--- src/rtl/coldata_i2c_pkg.sv ---
// -----------------------------------------------------------------------------
// coldata_i2c_pkg
// Shared types and constants for the COLDATA serial-control engine.
//   state_t    : engine FSM states
//   MODE_XFER  : mode value for a frame transfer
//   MODE_MEAS  : mode value for a round-trip latency measurement
//   frame_bits : bits in one frame (8 data + 1 ack per byte)
// -----------------------------------------------------------------------------
package coldata_i2c_pkg;

    typedef enum logic [2:0] {
        ST_IDLE  = 3'd0,
        ST_SHIFT = 3'd1,
        ST_TAIL  = 3'd2,
        ST_MEAS  = 3'd3,
        ST_DONE  = 3'd4
    } state_t;

    localparam logic MODE_XFER = 1'b0;
    localparam logic MODE_MEAS = 1'b1;

    function automatic int frame_bits(input int n_bytes);
        return n_bytes * 9;
    endfunction

endpackage

--- src/rtl/coldata_i2c_lat_chan.sv ---
// -----------------------------------------------------------------------------
// coldata_i2c_lat_chan
// Per-link latency measurement and latency-compensated readback sampling.
// Ports:
//   clk62p5    in   system clock
//   rst        in   asynchronous active-high reset
//   en_i       in   link takes part in the current operation
//   meas_go_i  in   one-cycle pulse on the cycle the probe low is driven (T0)
//   strb_i     in   main bit strobe from the frame shifter
//   sda_in_i   in   data returned from the link
//   lat_o      out  measured round-trip latency in cycles
//   lat_err_o  out  last measurement saw no returning low
//   rd_o       out  sampled readback frame, MSB first
// -----------------------------------------------------------------------------
module coldata_i2c_lat_chan #(
    parameter int MAX_LAT    = 31,
    parameter int LAT_W      = 5,
    parameter int FRAME_BITS = 27
) (
    input  logic                  clk62p5,
    input  logic                  rst,
    input  logic                  en_i,
    input  logic                  meas_go_i,
    input  logic                  strb_i,
    input  logic                  sda_in_i,
    output logic [LAT_W-1:0]      lat_o,
    output logic                  lat_err_o,
    output logic [FRAME_BITS-1:0] rd_o
);

    logic [LAT_W-1:0]      k_q;
    logic                  active_q;
    logic [LAT_W-1:0]      lat_q;
    logic                  err_q;
    logic [MAX_LAT-1:0]    dly_q;
    logic [FRAME_BITS-1:0] rd_q;
    logic [MAX_LAT:0]      line_d;
    logic                  tap_d;

    // line_d[k] is the main strobe delayed by k cycles; entry 0 is the live
    // strobe so a zero-latency link samples on the strobe cycle itself.
    assign line_d = {dly_q, strb_i};
    assign tap_d  = line_d[lat_q];

    always_ff @(posedge clk62p5 or posedge rst) begin
        if (rst) begin
            k_q      <= '0;
            active_q <= 1'b0;
            lat_q    <= '0;
            err_q    <= 1'b0;
            dly_q    <= '0;
            rd_q     <= '0;
        end else begin
            dly_q <= line_d[MAX_LAT-1:0];

            if (en_i && tap_d) begin
                rd_q <= {rd_q[FRAME_BITS-2:0], sda_in_i};
            end

            if (meas_go_i && en_i) begin
                k_q      <= LAT_W'(1);
                active_q <= 1'b1;
            end else if (active_q) begin
                if (!sda_in_i) begin
                    lat_q    <= k_q;
                    err_q    <= 1'b0;
                    active_q <= 1'b0;
                end else if (k_q == LAT_W'(MAX_LAT)) begin
                    // Window exhausted: flag the timeout, keep the old latency.
                    err_q    <= 1'b1;
                    active_q <= 1'b0;
                end
                // Saturate rather than wrap so a late low can never alias.
                if (k_q != LAT_W'(MAX_LAT)) begin
                    k_q <= k_q + 1'b1;
                end
            end
        end
    end

    assign lat_o     = lat_q;
    assign lat_err_o = err_q;
    assign rd_o      = rd_q;

endmodule

--- src/rtl/coldata_i2c_mc.sv ---
// -----------------------------------------------------------------------------
// coldata_i2c_mc
// Multi-channel COLDATA serial-control engine. Shifts one frame out to every
// enabled FEMB link at once, measures per-link cable round-trip latency and
// samples the returned bits with that latency compensated.
// Ports:
//   clk62p5   in   system clock
//   rst       in   asynchronous active-high reset
//   start     in   one-cycle request, honoured only when idle
//   mode      in   0 = frame transfer, 1 = latency measurement
//   ch_mask   in   per-link enable, captured at start
//   wr_frame  in   frame to send, MSB first, captured at start
//   busy      out  engine active (cycle after start through done)
//   done      out  one-cycle completion pulse
//   rd_frame  out  per-link sampled frames, link 0 in the LSBs
//   lat       out  per-link measured latency
//   lat_err   out  per-link timeout flag of the last measurement
//   scl       out  per-link serial clock
//   sda_out   out  per-link serial data
//   sda_in    in   per-link returned data
// -----------------------------------------------------------------------------
module coldata_i2c_mc
    import coldata_i2c_pkg::*;
#(
    parameter int N_CH    = 4,
    parameter int N_BYTES = 3,
    parameter int CLK_DIV = 4,
    parameter int MAX_LAT = 31,
    localparam int FB     = frame_bits(N_BYTES),
    localparam int LAT_W  = $clog2(MAX_LAT + 1)
) (
    input  logic                  clk62p5,
    input  logic                  rst,
    input  logic                  start,
    input  logic                  mode,
    input  logic [N_CH-1:0]       ch_mask,
    input  logic [FB-1:0]         wr_frame,
    output logic                  busy,
    output logic                  done,
    output logic [N_CH*FB-1:0]    rd_frame,
    output logic [N_CH*LAT_W-1:0] lat,
    output logic [N_CH-1:0]       lat_err,
    output logic [N_CH-1:0]       scl,
    output logic [N_CH-1:0]       sda_out,
    input  logic [N_CH-1:0]       sda_in
);

    localparam int BIT_W = $clog2(FB);
    localparam int PH_W  = $clog2(2 * CLK_DIV);

    state_t            state_q;
    logic [PH_W-1:0]   ph_q;
    logic [BIT_W-1:0]  bit_q;
    logic [LAT_W-1:0]  cnt_q;
    logic [N_CH-1:0]   mask_q;
    logic [FB-2:0]     sh_q;
    logic [N_CH-1:0]   scl_q;
    logic [N_CH-1:0]   sda_q;
    logic              busy_q;
    logic              done_q;

    logic              bit_end_d;
    logic              strb_d;
    logic              meas_go_d;
    logic              win_end_d;

    assign bit_end_d = (ph_q == PH_W'(2 * CLK_DIV - 1));
    assign strb_d    = (state_q == ST_SHIFT) && bit_end_d;
    assign meas_go_d = (state_q == ST_MEAS) && (cnt_q == '0);
    assign win_end_d = (cnt_q == LAT_W'(MAX_LAT));

    // scl/sda are registered one cycle ahead of the bit they belong to, so
    // each transition computes the value for the following cycle. Masked
    // links are OR-ed high everywhere they are loaded.
    always_ff @(posedge clk62p5 or posedge rst) begin
        if (rst) begin
            state_q <= ST_IDLE;
            ph_q    <= '0;
            bit_q   <= '0;
            cnt_q   <= '0;
            mask_q  <= '0;
            sh_q    <= '0;
            scl_q   <= '1;
            sda_q   <= '1;
            busy_q  <= 1'b0;
            done_q  <= 1'b0;
        end else begin
            done_q <= 1'b0;
            case (state_q)
                ST_IDLE: begin
                    if (start) begin
                        mask_q <= ch_mask;
                        busy_q <= 1'b1;
                        ph_q   <= '0;
                        cnt_q  <= '0;
                        bit_q  <= BIT_W'(FB - 1);
                        case (mode)
                            MODE_XFER: begin
                                state_q <= ST_SHIFT;
                                sh_q    <= wr_frame[FB-2:0];
                                scl_q   <= ~ch_mask;
                                sda_q   <= ~ch_mask | {N_CH{wr_frame[FB-1]}};
                            end
                            MODE_MEAS: begin
                                // Probe low lasts exactly the first MEAS cycle.
                                state_q <= ST_MEAS;
                                sda_q   <= ~ch_mask;
                            end
                        endcase
                    end
                end

                ST_SHIFT: begin
                    if (bit_end_d) begin
                        ph_q <= '0;
                        if (bit_q == '0) begin
                            state_q <= ST_TAIL;
                            scl_q   <= '1;
                            sda_q   <= '1;
                        end else begin
                            bit_q <= bit_q - 1'b1;
                            sh_q  <= {sh_q[FB-3:0], 1'b0};
                            scl_q <= ~mask_q;
                            sda_q <= ~mask_q | {N_CH{sh_q[FB-2]}};
                        end
                    end else begin
                        ph_q <= ph_q + 1'b1;
                        if (ph_q == PH_W'(CLK_DIV - 1)) begin
                            scl_q <= '1;
                        end
                    end
                end

                // Wait out the longest delayed strobe before reporting done.
                ST_TAIL: begin
                    if (win_end_d) begin
                        state_q <= ST_DONE;
                        done_q  <= 1'b1;
                    end else begin
                        cnt_q <= cnt_q + 1'b1;
                    end
                end

                ST_MEAS: begin
                    sda_q <= '1;
                    if (win_end_d) begin
                        state_q <= ST_DONE;
                        done_q  <= 1'b1;
                    end else begin
                        cnt_q <= cnt_q + 1'b1;
                    end
                end

                ST_DONE: begin
                    state_q <= ST_IDLE;
                    busy_q  <= 1'b0;
                end

                default: begin
                    state_q <= ST_IDLE;
                    busy_q  <= 1'b0;
                end
            endcase
        end
    end

    for (genvar c = 0; c < N_CH; c++) begin : g_chan
        coldata_i2c_lat_chan #(
            .MAX_LAT    (MAX_LAT),
            .LAT_W      (LAT_W),
            .FRAME_BITS (FB)
        ) u_chan (
            .clk62p5   (clk62p5),
            .rst       (rst),
            .en_i      (mask_q[c]),
            .meas_go_i (meas_go_d),
            .strb_i    (strb_d),
            .sda_in_i  (sda_in[c]),
            .lat_o     (lat[c*LAT_W +: LAT_W]),
            .lat_err_o (lat_err[c]),
            .rd_o      (rd_frame[c*FB +: FB])
        );
    end

    assign busy    = busy_q;
    assign done    = done_q;
    assign scl     = scl_q;
    assign sda_out = sda_q;

endmodule
--- config.mk ---
export PLATFORM = sky130hd
export DESIGN_NAME = coldata_i2c_mc
export DESIGN_NICKNAME = d
export VERILOG_FILES = /design/src/rtl/coldata_i2c_pkg.sv /design/src/rtl/coldata_i2c_lat_chan.sv /design/src/rtl/coldata_i2c_mc.sv
export SDC_FILE = /design/constraint.sdc
export NUM_CORES = 1
export LEC_CHECK = 0
export ABC_AREA = 1
export BUFFER_PORTS_ARGS = -buffer_cell sky130_fd_sc_hd__clkbuf_2
export CORE_MARGIN = 1.5
export CORE_UTILIZATION = 50
export CTS_CLUSTER_SIZE = 8
export DETAILED_ROUTE_END_ITERATION = 6
export GPL_TIMING_DRIVEN = 0
export PLACE_DENSITY = 0.71
export REMOVE_ABC_BUFFERS = 1
export SLEW_MARGIN = 5
export SYNTH_ARGS = -nofsm -noshare
export SYNTH_HDL_FRONTEND = slang
export SYNTH_HIERARCHICAL = 1
export SYNTH_SLANG_ARGS = --single-unit
--- constraint.sdc ---
create_clock -name clk62p5 -period 2.2 [get_ports clk62p5]
set_input_delay 0.44 -clock clk62p5 [delete_from_list [all_inputs] [get_ports clk62p5]]
set_output_delay 0.44 -clock clk62p5 [all_outputs]
set_load 0.05 [all_outputs]
After elaboration in Yosys (flattened, before gate mapping). Index checks and enable logic that the tools add are counted.

Reductions and logical operators: 47. Equality and inequality tests: 26. Add/subtract/negate cells: 7. Order comparisons: 4. Bitwise logic cells: 14. Muxes and demuxes: 80.

Operator list (count): 2-to-1 mux 26 bit (4); 2-to-1 mux 5 bit (17); case mux 26 bit (2 select lines) (1); 2-to-1 mux 4 bit (8); 2-to-1 mux 1 bit (31); AND reduction 3 bit (10); adder 5 x 1 -> 5 bit (second input constant) (5); == test 5 bit (second input constant) (5); less-than comparator 5 x 6 -> 1 bit (second input constant) (4); binary-select mux 1 bit (select 5 bit) (4); inequality test 5 bit (second input constant) (4); case mux 5 bit (2 select lines) (2); nonzero test 2 bit (10); 2-to-1 mux 3 bit (6); case mux 4 bit (2 select lines) (2); AND reduction 2 bit (7); inequality test 2 x 1 -> 1 bit (second input constant) (6); case mux 3 bit (2 select lines) (2); case mux 4 bit (3 select lines) (1); AND reduction 4 bit (3); logical AND 1 bit (10); zero test 5 bit (2); inequality test 2 bit (second input constant) (5); NOT 1 bit (10); 15 further kinds (19).

Output and inout bits: 142. Bits of input ports: 39. Register bits: 336.

Longest topological paths before layout. Gate-level depths: netlist of run 1.

Depth in word-level cells: 5. Gate-level depth with buffers: 15.

Cells and area by module. The synthesis of run 1 kept the hierarchy.

By module, submodules not included: coldata_i2c_lat_chan (instances 4, cells an instance 277, sequential area each 1751.7 um^2, area an instance 2840.2 um^2); coldata_i2c_mc (instances 1, cells an instance 423, sequential area each 1411.4 um^2, area an instance 3128.0 um^2).

Worst setup path after synthesis of run 1. No wires, ideal clock.

Kind: register to register. Start point: reg state_q[2]. End point: reg g_chan[0].u_chan.rd_q[18]. Buffers on the path: 1. Cell stages (with the launch flop): 16. Period minus slack after synthesis: 2014 ps. Data required time: 2081 ps. Setup time: 119 ps. Path slack: 186 ps. Arrival: 1895 ps. Cells stage by stage: dfrtp_1 > inv_1 > nand2_4 > nor2_8 > nand2_4 > inv_1 > nand2_1 > nand3_1 > nand3_1 > nand2_1 > nand2_2 > nand3_4 > nand3_4 > buf_12 > nand2_2 > nand2_1.

Longest elaborated chain between the ends: 5.

RTL lines: start, declared (line coldata_i2c_mc.sv:51) `state_t state_q;`; start signal, assigned (line coldata_i2c_mc.sv:77) `state_q <= ST_IDLE;`; start signal, assigned (line coldata_i2c_mc.sv:99) `state_q <= ST_SHIFT;`; start signal, assigned (line coldata_i2c_mc.sv:106) `state_q <= ST_MEAS;`; == test 3 x 1 -> 1 bit (line coldata_i2c_mc.sv:68) `assign strb_d = (state_q == ST_SHIFT) && bit_end_d;`; logical AND 1 bit (line coldata_i2c_mc.sv:68); via strb_d (line coldata_i2c_mc.sv:63) `logic strb_d;`; binary-select mux 1 bit (select 5 bit) (line coldata_i2c_lat_chan.sv:43) `assign tap_d = line_d[lat_q];`; 2-to-1 mux 1 bit (implied by the code) (line coldata_i2c_lat_chan.sv:43); logical AND 1 bit (line coldata_i2c_lat_chan.sv:56) `if (en_i && tap_d) begin`; end signal, assigned (line coldata_i2c_lat_chan.sv:57) `rd_q <= {rd_q[FRAME_BITS-2:0], sda_in_i};`; end, declared (line coldata_i2c_lat_chan.sv:36) `logic [FRAME_BITS-1:0] rd_q;`.

The timed path passes the listed nets, and every way through them passes these cells. The select of a mux whose other input is x is not followed. A chain may end at the register's enable or synchronous reset.

Worst setup path in the final report of run 1.
Start point: reg ph_q[0]. End point: reg g_chan[3].u_chan.rd_q[16].

Longest elaborated chain between the ends: 5.

RTL lines: start, declared (line coldata_i2c_mc.sv:52) `logic [PH_W-1:0] ph_q;`; start signal, assigned (line coldata_i2c_mc.sv:127) `ph_q <= ph_q + 1'b1;`; == test 3 bit (line coldata_i2c_mc.sv:67) `assign bit_end_d = (ph_q == PH_W'(2 * CLK_DIV - 1));`; logical AND 1 bit (line coldata_i2c_mc.sv:68); via strb_d (line coldata_i2c_mc.sv:63); binary-select mux 1 bit (select 5 bit) (line coldata_i2c_lat_chan.sv:43); 2-to-1 mux 1 bit (implied by the code) (line coldata_i2c_lat_chan.sv:43); logical AND 1 bit (line coldata_i2c_lat_chan.sv:56); end signal, assigned (line coldata_i2c_lat_chan.sv:57); end, declared (line coldata_i2c_lat_chan.sv:36).

The timed path passes the listed nets, and every way through them passes these cells. The select of a mux whose other input is x is not followed.

==> results of run 1 <==
==> worst max-delay path by stage <==
stage | from | endpoint | slack (ns)
after floorplan | state_q[2]$_DFFE_PP0P_ | g_chan[0].u_chan/rd_o[10]$_DFFE_PP0P_ | -0.24
after global placement | state_q[2]$_DFFE_PP0P_ | g_chan[2].u_chan/rd_o[14]$_DFFE_PP0P_ | -1.06
after detailed placement | state_q[2]$_DFFE_PP0P_ | g_chan[2].u_chan/rd_o[14]$_DFFE_PP0P_ | -1.12
after CTS | ph_q[0]$_DFFE_PP0P_ | g_chan[1].u_chan/rd_o[8]$_DFFE_PP0P_ | 0.01
after global routing | ph_q[0]$_DFFE_PP0P_ | g_chan[3].u_chan/rd_o[6]$_DFFE_PP0P_ | -0.006
final | ph_q[0]$_DFFE_PP0P_ | g_chan[3].u_chan/rd_o[16]$_DFFE_PP0P_ | 0.11
==> cell type report <==
cell class	instances	area, um^2
repair buffers	205	1180
clock buffers	67	1250
multi-input cells	1071	5640
flip-flops and latches	336	8430
well taps	384	480
inverters	74	324
clock inverters	3	52.6
fillers	2456	11300
==> cells in the mapped netlist, types with 2 or more instances <==
cell type,n
sky130_fd_sc_hd__inv_8,4
sky130_fd_sc_hd__nand4_1,112
sky130_fd_sc_hd__o21ai_0,36
sky130_fd_sc_hd__buf_12,8
sky130_fd_sc_hd__buf_4,4
sky130_fd_sc_hd__buf_2,27
sky130_fd_sc_hd__ha_1,15
sky130_fd_sc_hd__inv_2,5
sky130_fd_sc_hd__nand2_1,531
sky130_fd_sc_hd__buf_6,14
sky130_fd_sc_hd__inv_1,64
sky130_fd_sc_hd__nand3_1,145
sky130_fd_sc_hd__clkbuf_1,17
sky130_fd_sc_hd__nand3_4,12
sky130_fd_sc_hd__dfstp_2,8
sky130_fd_sc_hd__dfrtp_1,328
sky130_fd_sc_hd__nand2_2,93
sky130_fd_sc_hd__or2_2,2
sky130_fd_sc_hd__nor3_1,9
sky130_fd_sc_hd__nand2_4,3
sky130_fd_sc_hd__a22o_1,8
sky130_fd_sc_hd__a31oi_1,4
sky130_fd_sc_hd__nand2_8,2
sky130_fd_sc_hd__nor2_4,3
sky130_fd_sc_hd__a21oi_1,14
sky130_fd_sc_hd__nand3b_1,3
sky130_fd_sc_hd__nor2_8,2
sky130_fd_sc_hd__nor2_1,51
sky130_fd_sc_hd__nand3_2,2
==> where the power goes <==
group,switching (uW),leakage (uW),internal [uW]
sequential,1520,0.00452,7180
combinational,5820,0.00392,2270
clock,2590,0.000626,3900
total,9930,0.00907,13400
==> through the flow <==
| stage | util (%) | total power, uW | hold slack [ns] | cells |
|---|---|---|---|---|
| 2_1_floorplan | - | 13600 | 0.354 | 1461 |
| 3_3_place_gp | 53.5 | 15500 | 0.357 | 2025 |
| 3_5_place_dp | 53.7 | 15600 | 0.358 | 2027 |
| 4_1_cts | 60.0 | 23200 | 0.114 | 2132 |
| 5_1_grt | 60.7 | 24600 | 0.147 | 2140 |
| 6_report | 60.7 | 23300 | 0.138 | 2140 |
==> worst max-delay path: stages, from the launching register on <==
cell	delay, ns
sky130_fd_sc_hd__dfrtp_1	0.42
sky130_fd_sc_hd__ha_4	0.18
sky130_fd_sc_hd__ha_4	0.16
sky130_fd_sc_hd__nand2_4	0.07
sky130_fd_sc_hd__clkinvlp_4	0.09
sky130_fd_sc_hd__buf_6	0.13
sky130_fd_sc_hd__nand2_1	0.06
sky130_fd_sc_hd__nand3_1	0.07
sky130_fd_sc_hd__nand3_1	0.09
sky130_fd_sc_hd__nand2_2	0.07
sky130_fd_sc_hd__nand2_4	0.12
sky130_fd_sc_hd__nand3_4	0.20
sky130_fd_sc_hd__nand3_4	0.21
sky130_fd_sc_hd__nand2_1	0.07
sky130_fd_sc_hd__nand2_1	0.06
==> cell families after synthesis <==
| family | after synthesis | share of synthesized area [%] |
|---|---|---|
| compound gates | 63 | 2.43 |
| buf+inv | 144 | 5.92 |
| simple gates | 971 | 32.1 |
| fa+ha+maj | 15 | 1.30 |
| flops | 336 | 58.1 |
| xor+xnor | 2 | 0.121 |
==> timing repair <==
action,in CTS,in global routing
pin swaps,17,14
hold endpoints to repair,0,0
setup endpoints to repair,158,142
gates cloned,18,2
buffers inserted,17,6
gates resized for setup,38,22
==> flip-flops by register name, summed over array words and instances (netlist names) <==
signal                   flops
g_chan.u_chan/dly_q        124
g_chan.u_chan/rd_o         108
sh_q                        26
g_chan.u_chan/k_q           20
g_chan.u_chan/lat_o         20
bit_q                        5
cnt_q                        5
g_chan.u_chan/active_q       4
g_chan.u_chan/lat_err_o      4
mask_q                       4
scl                          4
sda_out                      4
ph_q                         3
state_q                      3
busy                         1
done                         1
==> routing by layer <==
metal  GRT usage [%]  share of wire (%)
met3            4.30                5.6
met4            5.94                1.8
met5               0                  0
met2            35.8                 47
met1            33.4                 46
==> results.md, run 1 <==
Worst hold path:
- The worst hold path was traced through 3 stages.
- The worst hold path begins at ch_mask[2].
- The class of the tightest hold or removal check is input port to flip-flop.
- The endpoint with the worst hold slack is mask_q[2]$_DFFE_PP0P_.

Pwr:
- The power per standard cell area is 1340 mW/mm^2.
- The leakage power summed over all cells is about 0.009 uW.
- The worst-case IR drop observed on VDD is ~670 uV.

Global routing:
- The number of global-route vias before repair came to around 11000.
- The total congestion overflow is 0.
- The number of antenna violations at the first check in global routing is 0.
- Entering global routing, the biggest net connects 71 pins.
- The global-route wire length before repair is roughly 57000 um.
- Global routing consumed, over all layers together, a little under a quarter of the routing resources.

Final layout:
- The post-route standard cell area excluding fillers is between 0.015 and 0.02 mm^2.
- The fraction of layout instances using a drive strength above 1 is approximately a quarter.
- After the last flow step, the layout net total stands at around 1800.
- The layout overhead on the synthesized area is 19.8%.
- Leaving out fill and tap cells, the most frequent cells in the layout are sky130_fd_sc_hd__nand2_1 (525), sky130_fd_sc_hd__dfrtp_1 (318), sky130_fd_sc_hd__clkbuf_2 (180), sky130_fd_sc_hd__nand3_1 (143), sky130_fd_sc_hd__nand4_1 (112).
- The antenna diode instance count is 0.
- The most common library cell in the layout ignoring fill and taps is sky130_fd_sc_hd__nand2_1.

Worst setup path:
- In this run the worst path has a maximum fanout of 8.
- The startpoint identified for the worst register-to-register timing path is ph_q[0]$_DFFE_PP0P_.
- The worst register-to-register path ends at g_chan[3].u_chan/rd_o[16]$_DFFE_PP0P_.
- The number of cells on the worst reg-to-reg path is 14.
- The launching element type of the critical path is a flip-flop.
- The endpoint kind of the worst setup timing path is a flip-flop.
- STA puts the critical path data required time at 2.67 ns.
- Data on the critical path arrives at its endpoint at 2.56 ns.
- The register-to-register setup slack is 0.11 ns.
- The worst setup path is of the flip-flop to flip-flop kind.

Yosys:
- After technology mapping, the gate count stands at 1531.
- The number of enable flip-flop cells after synthesis is 0.
- For this run, the register share of the synthesized area comes to 58.1%.
- The largest total area in the synthesized netlist belongs to sky130_fd_sc_hd__dfrtp_1.
- The top cell type by area accounts for between 50% and 60% of the synthesized area.
- The number of unique standard cell types used by synthesis is 34.
- Ranked by total cell area, the synthesized netlist is headed by sky130_fd_sc_hd__dfrtp_1 (57%), sky130_fd_sc_hd__nand2_1 (14%), sky130_fd_sc_hd__nand3_1 (5.0%).
- Among all flip-flop cells after synthesis, the most frequent one is sky130_fd_sc_hd__dfrtp_1.
- The fraction of registers with async set or reset after synthesis is 100%.
- The mean instance size in the synthesized netlist is 9.46 um^2.
- During synthesis, Yosys emitted a total of 6 warnings.
- Counting flops and latches in the post-synthesis netlist gives around 340.
- The post-synthesis cell area is 0.0145 mm^2.

STA:
- After routing, the total negative slack on setup checks comes to 0 ns.
- After layout, the worst path uses 94.8% of the clock period.
- The post-route worst setup slack is 0.114 ns.
- After layout, the minimum clock period comes to between 2 and 2.5 ns.
- Setup violations remaining at the end of the flow were counted as 0.
- The number of hold-slack violations in the final timing report is 0.
- Headroom to the max-slew limit came out at 43.1%.
- For the final database, setup skew stands at 0.0170 ns.
- The number of slew-limit violations in the final report is 0.
- The maximum clock frequency is around 0.48 GHz.
- At the pin with the least slew margin, the transition time is around 0.85 ns.

Outcome:
- The run finished with clean final reports.

CTS:
- The count of hold-fix buffers inserted at cts is 0.
- After clock tree synthesis, the clock-pin slew on the worst setup and hold paths is 0.05 ns.
- Counting along the longest clock path gives a buffer depth of 3.
- The total number of clock tree sinks is between 300 and 400.
- The buffer cell driving the clock tree root is sky130_fd_sc_hd__clkbuf_16.
- The number of H-tree levels is 2.
- The number of clock buffers added by TritonCTS is 47.
- The later pin in the worst-skew pair is clocked with a latency of 0.54 ns.
- The clock tree from TritonCTS is yes.

Detailed routing:
- The starting DRC count in detailed routing is 816.
- For this run, the detailed router's first-pass iteration total came to 5.
- In this run the remaining antenna-violating nets after routing total 0.
- The routed via count is around 11000.
- The sum of routed wire length over all layers is between 30000 and 40000 um.
- Dividing the detail-routed via count by the number of cells gives 5.37.
- The DRC violations left is 0.
- The wire length per cell is approximately 16 um.

Flow run:
- The max-cap violation count is 0.

Placement:
- The HPWL after detailed placement is 19400 um.
- The cell area reported after detailed placement is around 0.015 mm^2.
- In this run the tool buffered the top-level ports with between 150 and 200 buffer cells.
- Routability-driven placement finished with a final weighted congestion of 0.793.
- At the placement stage, the worst setup path has a slack of -1.12 ns.

Floorplanning:
- The effective utilization at floorplan is 50.6%.
- The floorplan die width is between 150 and 200 um.
- The core area is 0.0286 mm^2.
- The die footprint is 0.0300 mm^2.
- The number of placement rows is between 60 and 70.
- The floorplan step set the die height to 173 um.
- The boundary pin count is between 150 and 200.
Note: power is estimated with default switching activity, not from simulation.
==> run 2, diff against run 1 <==
Settings changed: PLACE_DENSITY 0.71 to 0.7, SYNTH_HIERARCHICAL 1 to unset.
Clock period 2.2 ns to 2.5 ns, I/O delays scaled along.
==> run 2 against run 1 <==
Compared with the run above: cell count shrank 15%; clock skew shrank 0.0021 ns; die area shrank 21%; total power shrank 32%; critical path depth shrank 3.
==> results.md, run 2 <==
Final layout:
- The end-of-flow core utilization is 60.1% (was 60.7%).
- The final instance count without filler cells is 1821 (was 2140).
- The layout overhead on the synthesized area is 18.3% (was 19.8%).
- The antenna diode instance count is 0 (unchanged).
- The area of all sequential standard cells is 0.00610 mm^2 (was 0.00843 mm^2).
- The number of fillers in the final layout is 2020 (was 2456).
- Commonest cells after routing, fill and taps aside: sky130_fd_sc_hd__nand2_1 (476), sky130_fd_sc_hd__dfrtp_1 (229), sky130_fd_sc_hd__clkbuf_2 (180), sky130_fd_sc_hd__nand3_1 (124), sky130_fd_sc_hd__inv_1 (117) (was sky130_fd_sc_hd__nand2_1 (525), sky130_fd_sc_hd__dfrtp_1 (318), sky130_fd_sc_hd__clkbuf_2 (180), sky130_fd_sc_hd__nand3_1 (143), sky130_fd_sc_hd__nand4_1 (112)).
- The post-route standard cell area excluding fillers is 0.0135 mm^2 (was 0.0174 mm^2).
- The flip-flop count of the largest register, all copies and words added is 108 (was 124).
- The final-stage net count is 1577 (was 1789).
- The most common library cell in the layout ignoring fill and taps is sky130_fd_sc_hd__nand2_1 (unchanged).
- The fraction of layout instances using a drive strength above 1 was 17.6% (was 25.3%).
- The combined area of the multi-input logic cells is 0.00461 mm^2 (was 0.00564 mm^2).

Placement:
- The half-perimeter wire length of the detailed placement result was 17300 um (was 19400 um).
- The total instance count after detailed placement is 1762 (was 2027).
- The placer congestion estimate was 0.846 (was 0.793).
- The number of buffer cells added on primary ports was 180 (unchanged).
- The cell area reported after detailed placement came to 0.0124 mm^2 (was 0.0154 mm^2).

Yosys:
- The largest area contributor in the netlist is sky130_fd_sc_hd__dfrtp_1 (unchanged).
- The adder and majority cell fraction of the synthesized area is 1.64% (was 1.30%).
- The number of enable flip-flop cells after synthesis is 0 (unchanged).
- The number of synthesized register bits came to 243 (was 336).
- Post-synth top cells: sky130_fd_sc_hd__nand2_1 (477), sky130_fd_sc_hd__dfrtp_1 (235), sky130_fd_sc_hd__nand3_1 (125), sky130_fd_sc_hd__inv_1 (118), sky130_fd_sc_hd__nand4_1 (110) (was sky130_fd_sc_hd__nand2_1 (531), sky130_fd_sc_hd__dfrtp_1 (328), sky130_fd_sc_hd__nand3_1 (145), sky130_fd_sc_hd__nand4_1 (112), sky130_fd_sc_hd__nand2_2 (93)).
- The most common cell in the synthesized netlist was sky130_fd_sc_hd__nand2_1 (unchanged).
- The post-synthesis cell area is 0.0114 mm^2 (was 0.0145 mm^2).
- The most used flip-flop cell after synthesis is sky130_fd_sc_hd__dfrtp_1 (unchanged).
- The main combinational cell family by area after synthesis was simple AND/OR/NAND/NOR gates (unchanged).
- The fraction of registers with async set or reset after synthesis is 100% (unchanged).
- The post-synthesis cell count is 1367 (was 1531).
- The basic-gate share of the synthesized area counting and, or, nand and nor cells is 30.3% (was 32.1%).
- The mux cell area share after synthesis came to 0% (unchanged).
- The sequential share of the synthesized area was 53.3% (was 58.1%).
- The mean instance size in the synthesized netlist was 8.36 um^2 (was 9.46 um^2).
- The number of warnings printed during yosys synthesis is 0 (was 6).
- The share of the synthesized area in the top cell type is 51.5% (was 56.6%).
- The XOR/XNOR share of the synthesized area came to 0.230% (was 0.121%).
- The synthesized-area fraction occupied by ao, oa, aoi and oai cells is 7.20% (was 2.43%).
- Synth area leaders: sky130_fd_sc_hd__dfrtp_1 (51%), sky130_fd_sc_hd__nand2_1 (16%), sky130_fd_sc_hd__nand4_1 (6.0%) (was sky130_fd_sc_hd__dfrtp_1 (57%), sky130_fd_sc_hd__nand2_1 (14%), sky130_fd_sc_hd__nand3_1 (5.0%)).
- The number of unique standard cell types used by synthesis is 36 (was 34).

STA:
- The maximum clock frequency came to 0.432 GHz (was 0.479 GHz).
- The number of slew-limit violations in the final report is 0 (unchanged).
- The setup skew after layout is 0.0148 ns (was 0.0170 ns).
- The final total negative setup slack is 0 ns (unchanged).
- The final count of negative-setup-slack endpoints was 0 (unchanged).
- The ratio of final minimum period to clock period is 92.7% (was 94.8%).
- The actual slew at the worst max-slew pin is 1.22 ns (was 0.854 ns).
- Setup repair after global routing left no endpoint under its margin.
- The final period demand of the worst path is 2.32 ns (was 2.09 ns).
- The headroom to the max-slew limit is 18.6% (was 43.1%).
- The number of hold-slack violations in the final timing report is 0 (unchanged).

Pwr:
- The overall power was 15900 uW (was 23300 uW).
- The leakage power summed over all cells is 0.00702 uW (was 0.00907 uW).
- The part of the power in registers is 37.7% (was 37.4%).
- The switching power as a share of total power was 43.6% (was 42.7%).
- The power per standard cell area came to 1180 mW/mm^2 (was 1340 mW/mm^2).
- The cell-internal power came to 8970 uW (was 13400 uW).
- The part of the total power dissipated in the clock network was 27.6% (was 27.9%).
- The total net switching power is 6930 uW (was 9930 uW).
- The highest ir drop seen on vdd was 913 uV (was 668 uV).
- The combinational share of power came to 34.7% (about the same).

Worst setup path:
- The required time of the critical path was 2.87 ns (was 2.67 ns).
- The data arrival time of the critical path was 2.68 ns (was 2.56 ns).
- The launch instance of the worst register-to-register path is ph_q[0]$_DFFE_PP0P_ (unchanged).
- The worst flop-to-flop path endpoint is g_chan[0].u_chan.rd_o[9]$_DFFE_PP0P_ (was g_chan[3].u_chan/rd_o[16]$_DFFE_PP0P_).
- The maximum fanout along the worst path is 29 (was 8).
- The capturing instance or port of the critical path was g_chan[0].u_chan.rd_o[9]$_DFFE_PP0P_ (was g_chan[3].u_chan/rd_o[16]$_DFFE_PP0P_).
- The launch point of the critical path is ph_q[0]$_DFFE_PP0P_ (unchanged).
- The register-to-register setup slack is 0.18 ns (was 0.11 ns).
- The endpoint kind of the worst setup timing path was a flip-flop (unchanged).
- The class of the most critical setup path was flip-flop to flip-flop (unchanged).
- The launching element type of the critical path was a flip-flop (unchanged).
- The length in cells of the worst reg-to-reg path was 11 (was 14).

Detailed routing:
- The DRC violations left is 0 (unchanged).
- The count of TritonRoute iterations in the first routing pass is 5 (unchanged).
- The starting DRC count in detailed routing is 724 (was 816).
- The mean number of vias per cell is 5.52 (was 5.37).
- The number of routed nets with antenna violations came to 0 (unchanged).
- The sum of routed wire length over all layers was 28200 um (was 34600 um).
- The wire length per cell came to 15.5 um (was 16.1 um).
- The routed via count is 10000 (was 11500).

Global routing:
- The maximum number of pins on one net before global-route repair is 95 (was 71).
- The number of antenna violations at the first check in global routing is 0 (unchanged).
- The global-route wire length before repair came to 47300 um (was 57100 um).
- The total congestion overflow is 0 (unchanged).
- The number of global-route vias before repair was 9434 (was 11000).
- The global-route usage over all layers is 23.9% (was 23.0%).

Flow run:
- The max-cap violation count is 0 (unchanged).

CTS:
- The clock tree from TritonCTS is yes (unchanged).
- The buffer cell driving the clock tree root is sky130_fd_sc_hd__clkbuf_16 (unchanged).
- The total CTS buffers came to 36 (was 47).
- The maximum number of buffers from clock root to sink came to 3 (unchanged).
- The CTS clock-pin slew for the worst setup and hold paths is 0.05 ns (about the same).
- The insertion delay of the later-clocked pin in the worst-skew pair came to 0.50 ns (was 0.54 ns).
- The total number of clock tree sinks is 243 (was 336).
- The number of H-tree levels was 2 (unchanged).

Floorplanning:
- The floorplan die width is 154 um (was 173 um).
- The effective utilization at floorplan is 50.8% (was 50.6%).
- The core area is 0.0225 mm^2 (was 0.0286 mm^2).
- The boundary pin count is 181 (unchanged).
- The die footprint is 0.0238 mm^2 (was 0.0300 mm^2).
- The die span in y came to 154 um (was 173 um).
- The number of placement rows is 55 (was 62).

Worst hold path:
- The class of the tightest hold or removal check is input port to async pin (was input port to flip-flop).

Outcome:
- Run status: finished clean (unchanged).
run 2: changes by cell type in the layout (fill, tap and decap cells not counted), sizes merged, moves of 24 or more:
cell    change
nand2     -142
dfrtp      -93
inv        +51
o21ai      +46
nand3      -45
nor2       -26
o211ai     +24
run 2: area by class of cell:
cell class                      count  area share (%)
Sequential cell                   243            45.1
Multi-Input combinational cell    934            34.1
Clock buffer                       50            7.21
Timing Repair Buffer              183            7.13
Inverter                          125            3.58
Tap cell                          285            2.64
Clock inverter                      1           0.222
run 2: kinds of logic after synthesis:
family	after synthesis
AND/OR/NAND/NOR	766
adder cells (fa/ha/maj)	15
AO/OA/AOI/OAI	143
XOR/XNOR	3
buffers and inverters	197
flip-flops	243
run 2: critical path: stages, from the launching register on:
cell                      delay (ns)
sky130_fd_sc_hd__dfrtp_1        0.37
sky130_fd_sc_hd__ha_1           0.19
sky130_fd_sc_hd__ha_1           0.36
sky130_fd_sc_hd__nand3_1        0.12
sky130_fd_sc_hd__nand2_1        0.08
sky130_fd_sc_hd__nand2_1        0.05
sky130_fd_sc_hd__nand2_1        0.07
sky130_fd_sc_hd__nand2_1        0.09
sky130_fd_sc_hd__nand2_4        0.27
sky130_fd_sc_hd__nand3_2        0.34
sky130_fd_sc_hd__nand2_1        0.17
sky130_fd_sc_hd__nand2_1        0.07
run 2: what timing repair did:
item,in CTS,in global routing
pin swaps,2,5
setup endpoints to repair,137,139
hold buffers,0,0
buffers inserted,1,0
gates resized for setup,7,14
gates cloned,2,5
run 2: metrics by stage:
stage	hold WS, ns	setup WS, ns
2_1_floorplan	0.413	-4.66
3_3_place_gp	0.448	-7.43
3_5_place_dp	0.450	-0.835
4_1_cts	0.0865	0.00772
5_1_grt	0.118	0.0124
6_report	0.0627	0.184
run 2: how the worst min path moves through the flow:
| stage | startpoint | end | slack (ns) | cells past startpoint |
|---|---|---|---|---|
| global route | rst | g_chan[3].u_chan.rd_o[17]$_DFFE_PP0P_ | 0.12 | 2 |
| CTS | rst | g_chan[3].u_chan.rd_o[26]$_DFFE_PP0P_ | 0.09 | 2 |
| finish | rst | g_chan[3].u_chan.rd_o[22]$_DFFE_PP0P_ | 0.06 | 2 |
| global placement | g_chan[2].u_chan.dly_q[19]$_DFF_PP0_ | g_chan[2].u_chan.dly_q[20]$_DFF_PP0_ | 0.45 | 0 |
| floorplan | g_chan[2].u_chan.dly_q[12]$_DFF_PP0_ | g_chan[2].u_chan.dly_q[13]$_DFF_PP0_ | 0.41 | 0 |
| detailed placement | g_chan[2].u_chan.dly_q[17]$_DFF_PP0_ | g_chan[2].u_chan.dly_q[18]$_DFF_PP0_ | 0.45 | 0 |
run 2: power by group through the flow:
stage,combinational [uW],clock (uW),sequential [uW]
4_1_cts,5390,4490,5930
5_1_grt,6120,4640,6130
3_5_place_dp,5300,0,5970
3_3_place_gp,5200,0,5960
2_1_floorplan,2730,0,6980
6_report,5510,4390,5990
run 2: per-layer routing:
| layer | GRT usage, % | share of wire [%] | vias up |
|---|---|---|---|
| met5 | 0 | 0 | - |
| met4 | 6.89 | 2.0 | 0 |
| met3 | 4.85 | 6.8 | 54 |
| met2 | 37.3 | 46 | 333 |
| met1 | 34.0 | 45 | 4807 |
| li1 | - | - | 4852 |
==> run 3, diff against run 2 <==
Settings changed: CORE_UTILIZATION 50 to 45, RECOVER_POWER set to 50.
==> run 3 against run 2 <==
Compared with the run above: sequential share of layout area is 0.14 points higher; wire length is 2.3% higher; non-clock buffer count did not move; sequential cell count stayed put; sequential power barely moved; final area is 0.30% lower; worst setup slack lost 0.014 ns; clock skew is 0.0019 ns lower; cell count is 2.1% higher; utilization shrank 6.2 points.
==> results.md, run 3 (synthesis gave the netlist of run 2 again) <==
Global routing:
- The global-route wire length before repair is 47000 um (was 47300 um).
- The number of global-route vias before repair is 9267 (was 9434).
- The total congestion overflow is 0 (unchanged).
- The global-route usage over all layers is 21.5% (was 23.9%).
- The number of antenna violations at the first check in global routing is 0 (unchanged).
- The maximum number of pins on one net before global-route repair is 106 (was 95).

Floorplanning:
- The core area is 0.0250 mm^2 (was 0.0225 mm^2).
- The floorplan die width was 162 um (was 154 um).
- The die span in y is 162 um (was 154 um).
- The die footprint is 0.0264 mm^2 (was 0.0238 mm^2).
- The effective utilization at floorplan is 45.6% (was 50.8%).
- The number of placement rows is 58 (was 55).
- The boundary pin count came to 181 (unchanged).

Pwr:
- The combinational share of power came to 35.0% (was 34.7%).
- The leakage power summed over all cells is 0.00687 uW (was 0.00702 uW).
- The part of the total power dissipated in the clock network is 27.0% (was 27.6%).
- The switching power as a share of total power came to 44.2% (was 43.6%).
- The part of the power in registers came to 38.0% (was 37.7%).
- The highest ir drop seen on vdd is 723 uV (was 913 uV).
- The overall power was 15800 uW (was 15900 uW).
- The cell-internal power came to 8800 uW (was 8970 uW).
- The total net switching power is 6970 uW (was 6930 uW).
- The power per standard cell area was 1170 mW/mm^2 (was 1180 mW/mm^2).

Worst setup path:
- The cell family with the largest share of critical-path delay is simple AND/OR/NAND/NOR gates (unchanged).
- Critical-path cell list: ha_1, ha_1, or2_4, nand2_1, inv_2, nand2_2, nor2_2, o211ai_1, o21ai_0 (was ha_1, ha_1, nand3_1, nand2_1, nand2_1, nand2_1, nand2_1, nand2_4, nand3_2, nand2_1, nand2_1).
- The data arrival time of the critical path came to 2.74 ns (was 2.68 ns).
- The most frequent cell on the critical path is sky130_fd_sc_hd__ha_1 (was sky130_fd_sc_hd__nand2_1).
- The maximum single-stage delay on the critical path is 0.53 ns (was 0.37 ns).
- The master of the slowest instance on the critical path is sky130_fd_sc_hd__nor2_2 (was sky130_fd_sc_hd__dfrtp_1).
- The maximum fanout along the worst path came to 13 (was 29).
- The endpoint kind of the worst setup timing path is a flip-flop (unchanged).
- The required time of the critical path was 2.91 ns (was 2.87 ns).
- The launching element type of the critical path is a flip-flop (unchanged).
- The worst path buffer plus inverter count is 1 (was 0).
- The class of the most critical setup path is flip-flop to flip-flop (unchanged).

Detailed routing:
- The sum of routed wire length over all layers is 28900 um (was 28200 um).
- The DRC violations left is 0 (unchanged).
- The number of routed nets with antenna violations is 0 (unchanged).
- The mean number of vias per cell came to 5.41 (was 5.52).
- The routed via count is 10100 (was 10000).
- The count of TritonRoute iterations in the first routing pass is 6 (was 5).
- The starting DRC count in detailed routing is 1055 (was 724).
- The wire length per cell is 15.5 um (about the same).

Final layout:
- The most common library cell in the layout ignoring fill and taps is sky130_fd_sc_hd__nand2_1 (unchanged).
- Commonest cells after routing, fill and taps aside: sky130_fd_sc_hd__nand2_1 (476), sky130_fd_sc_hd__dfrtp_1 (228), sky130_fd_sc_hd__clkbuf_2 (146), sky130_fd_sc_hd__nand3_1 (124), sky130_fd_sc_hd__inv_1 (117) (was sky130_fd_sc_hd__nand2_1 (476), sky130_fd_sc_hd__dfrtp_1 (229), sky130_fd_sc_hd__clkbuf_2 (180), sky130_fd_sc_hd__nand3_1 (124), sky130_fd_sc_hd__inv_1 (117)).
- The layout overhead on the synthesized area is 18.0% (was 18.3%).
- The number of fillers in the final layout is 2391 (was 2020).
- The end-of-flow core utilization is 53.8% (was 60.1%).
- The flip-flop count of the largest register, all copies and words added was 108 (unchanged).
- The antenna diode instance count is 0 (unchanged).
- The final-stage net count is 1577 (unchanged).
- The fraction of layout instances using a drive strength above 1 is 15.6% (was 17.6%).

CTS:
- The total number of clock tree sinks is 243 (unchanged).
- The insertion delay of the later-clocked pin in the worst-skew pair is 0.50 ns (about the same).
- The maximum number of buffers from clock root to sink is 3 (unchanged).
- The clock tree from TritonCTS is yes (unchanged).
- The total CTS buffers was 36 (unchanged).
- The CTS clock-pin slew for the worst setup and hold paths is 0.05 ns (about the same).
- The number of H-tree levels is 2 (unchanged).
- The buffer cell driving the clock tree root is sky130_fd_sc_hd__clkbuf_16 (unchanged).

STA:
- The actual slew at the worst max-slew pin came to 1.38 ns (was 1.22 ns).
- The setup skew after layout is 0.0130 ns (was 0.0148 ns).
- The number of hold-slack violations in the final timing report was 0 (unchanged).
- The number of slew-limit violations in the final report came to 0 (unchanged).
- The maximum clock frequency was 0.429 GHz (was 0.432 GHz).
- The final period demand of the worst path is 2.33 ns (was 2.32 ns).
- The worst-case hold slack is 0.260 ns (was 0.0627 ns).
- The final count of negative-setup-slack endpoints is 0 (unchanged).
- The post-route worst setup slack came to 0.170 ns (was 0.184 ns).
- The ratio of final minimum period to clock period is 93.2% (was 92.7%).
- The headroom to the max-slew limit is 7.55% (was 18.6%).

Placement:
- The placer congestion estimate came to 0.880 (was 0.846).
- The half-perimeter wire length of the detailed placement result is 17700 um (was 17300 um).
- The worst-case setup slack after placement is -0.819 ns (was -0.835 ns).
- The number of buffer cells added on primary ports is 180 (unchanged).

Worst hold path:
- The class of the tightest hold or removal check is input port to flip-flop (was input port to async pin).

Outcome:
- Run status: finished clean (unchanged).

Flow run:
- The max-cap violation count is 0 (unchanged).
-- run 3: changes by cell type in the layout (fill, tap and decap cells not counted), sizes merged --
cell      change
clkbuf        -6
clkinvlp      +2
bufinv        -1
inv           -1
-- run 3: area by class of cell --
| type | instances | area (um^2) | share of cell area (%) |
|---|---|---|---|
| clock inverter | 1 | 7.51 | 0.0557 |
| sequential | 243 | 6100 | 45.2 |
| inverter | 125 | 480 | 3.56 |
| timing repair buffer | 183 | 905 | 6.71 |
| multi-input combinational | 934 | 4620 | 34.3 |
| clock buffer | 44 | 952 | 7.06 |
| tap | 330 | 413 | 3.06 |
-- run 3: metrics by stage --
| stage | area, um^2 | TNS (ns) | cells |
|---|---|---|---|
| floorplan | 11100 | -1117.76 | 1295 |
| global placement | 12400 | -1886.61 | 1805 |
| detailed placement | 12400 | -103.46 | 1807 |
| CTS | 13400 | 0 | 1856 |
| global route | 13500 | -0.00294 | 1860 |
| finish | 13500 | 0 | 1860 |
-- run 3: path summary, 6_finish.rpt --
path                       depth (start not counted)  slack [ns]                               endpoint                            startpoint
setup / recovery                                   9        0.17                    sh_q[4]$_DFFE_PP0P_                   ph_q[0]$_DFFE_PP0P_
hold / removal                                     3        0.26                    sh_q[0]$_DFFE_PP0P_                           wr_frame[0]
setup reg to reg                                   9        0.17                    sh_q[4]$_DFFE_PP0P_                   ph_q[0]$_DFFE_PP0P_
hold reg to reg                                    0        0.46   g_chan[2].u_chan.dly_q[17]$_DFF_PP0_  g_chan[2].u_chan.dly_q[16]$_DFF_PP0_
max in group asynchronous                          3        0.51  g_chan[0].u_chan.lat_o[0]$_DFFE_PP0P_                                   rst
min in group asynchronous                          2        0.37  g_chan[3].u_chan.rd_o[25]$_DFFE_PP0P_                                   rst
-- run 3: tightest hold or removal path, delay by kind of cell --
kind | cells | cell delay (ns)
buffers and inverters | 1 | 0.08
AND/OR/NAND/NOR | 1 | 0.07
AO/OA/AOI/OAI | 1 | 0.06
-- run 3: timing repair --
item / CTS / global route
setup buffers: 1 / 0
hold buffers: 0 / 0
pin swaps: 3 / 4
setup endpoints to repair: 138 / 139
cloned: 3 / 4
resized for setup: 7 / 16
-- run 3: per-layer routing --
layer | routed length [um] | global-route usage, % | up-vias | share of wire [%]
li1 | - | - | 4850 | -
met1 | 12800 | 30.3 | 4791 | 44
met2 | 13200 | 32.9 | 357 | 46
met3 | 2310 | 5.45 | 57 | 8.0
met4 | 529 | 6.30 | 0 | 1.8
met5 | 0 | 0 | - | 0
-- run 3: power groups by stage --
| stage | clock network, uW | registers, uW | logic [uW] |
|---|---|---|---|
| 6_report | 4260 | 5990 | 5520 |
| 5_1_grt | 4520 | 6130 | 6110 |
| 4_1_cts | 4380 | 5930 | 5470 |
| 3_5_place_dp | 0 | 5980 | 5350 |
| 3_3_place_gp | 0 | 5950 | 5220 |
| 2_1_floorplan | 0 | 6980 | 2730 |
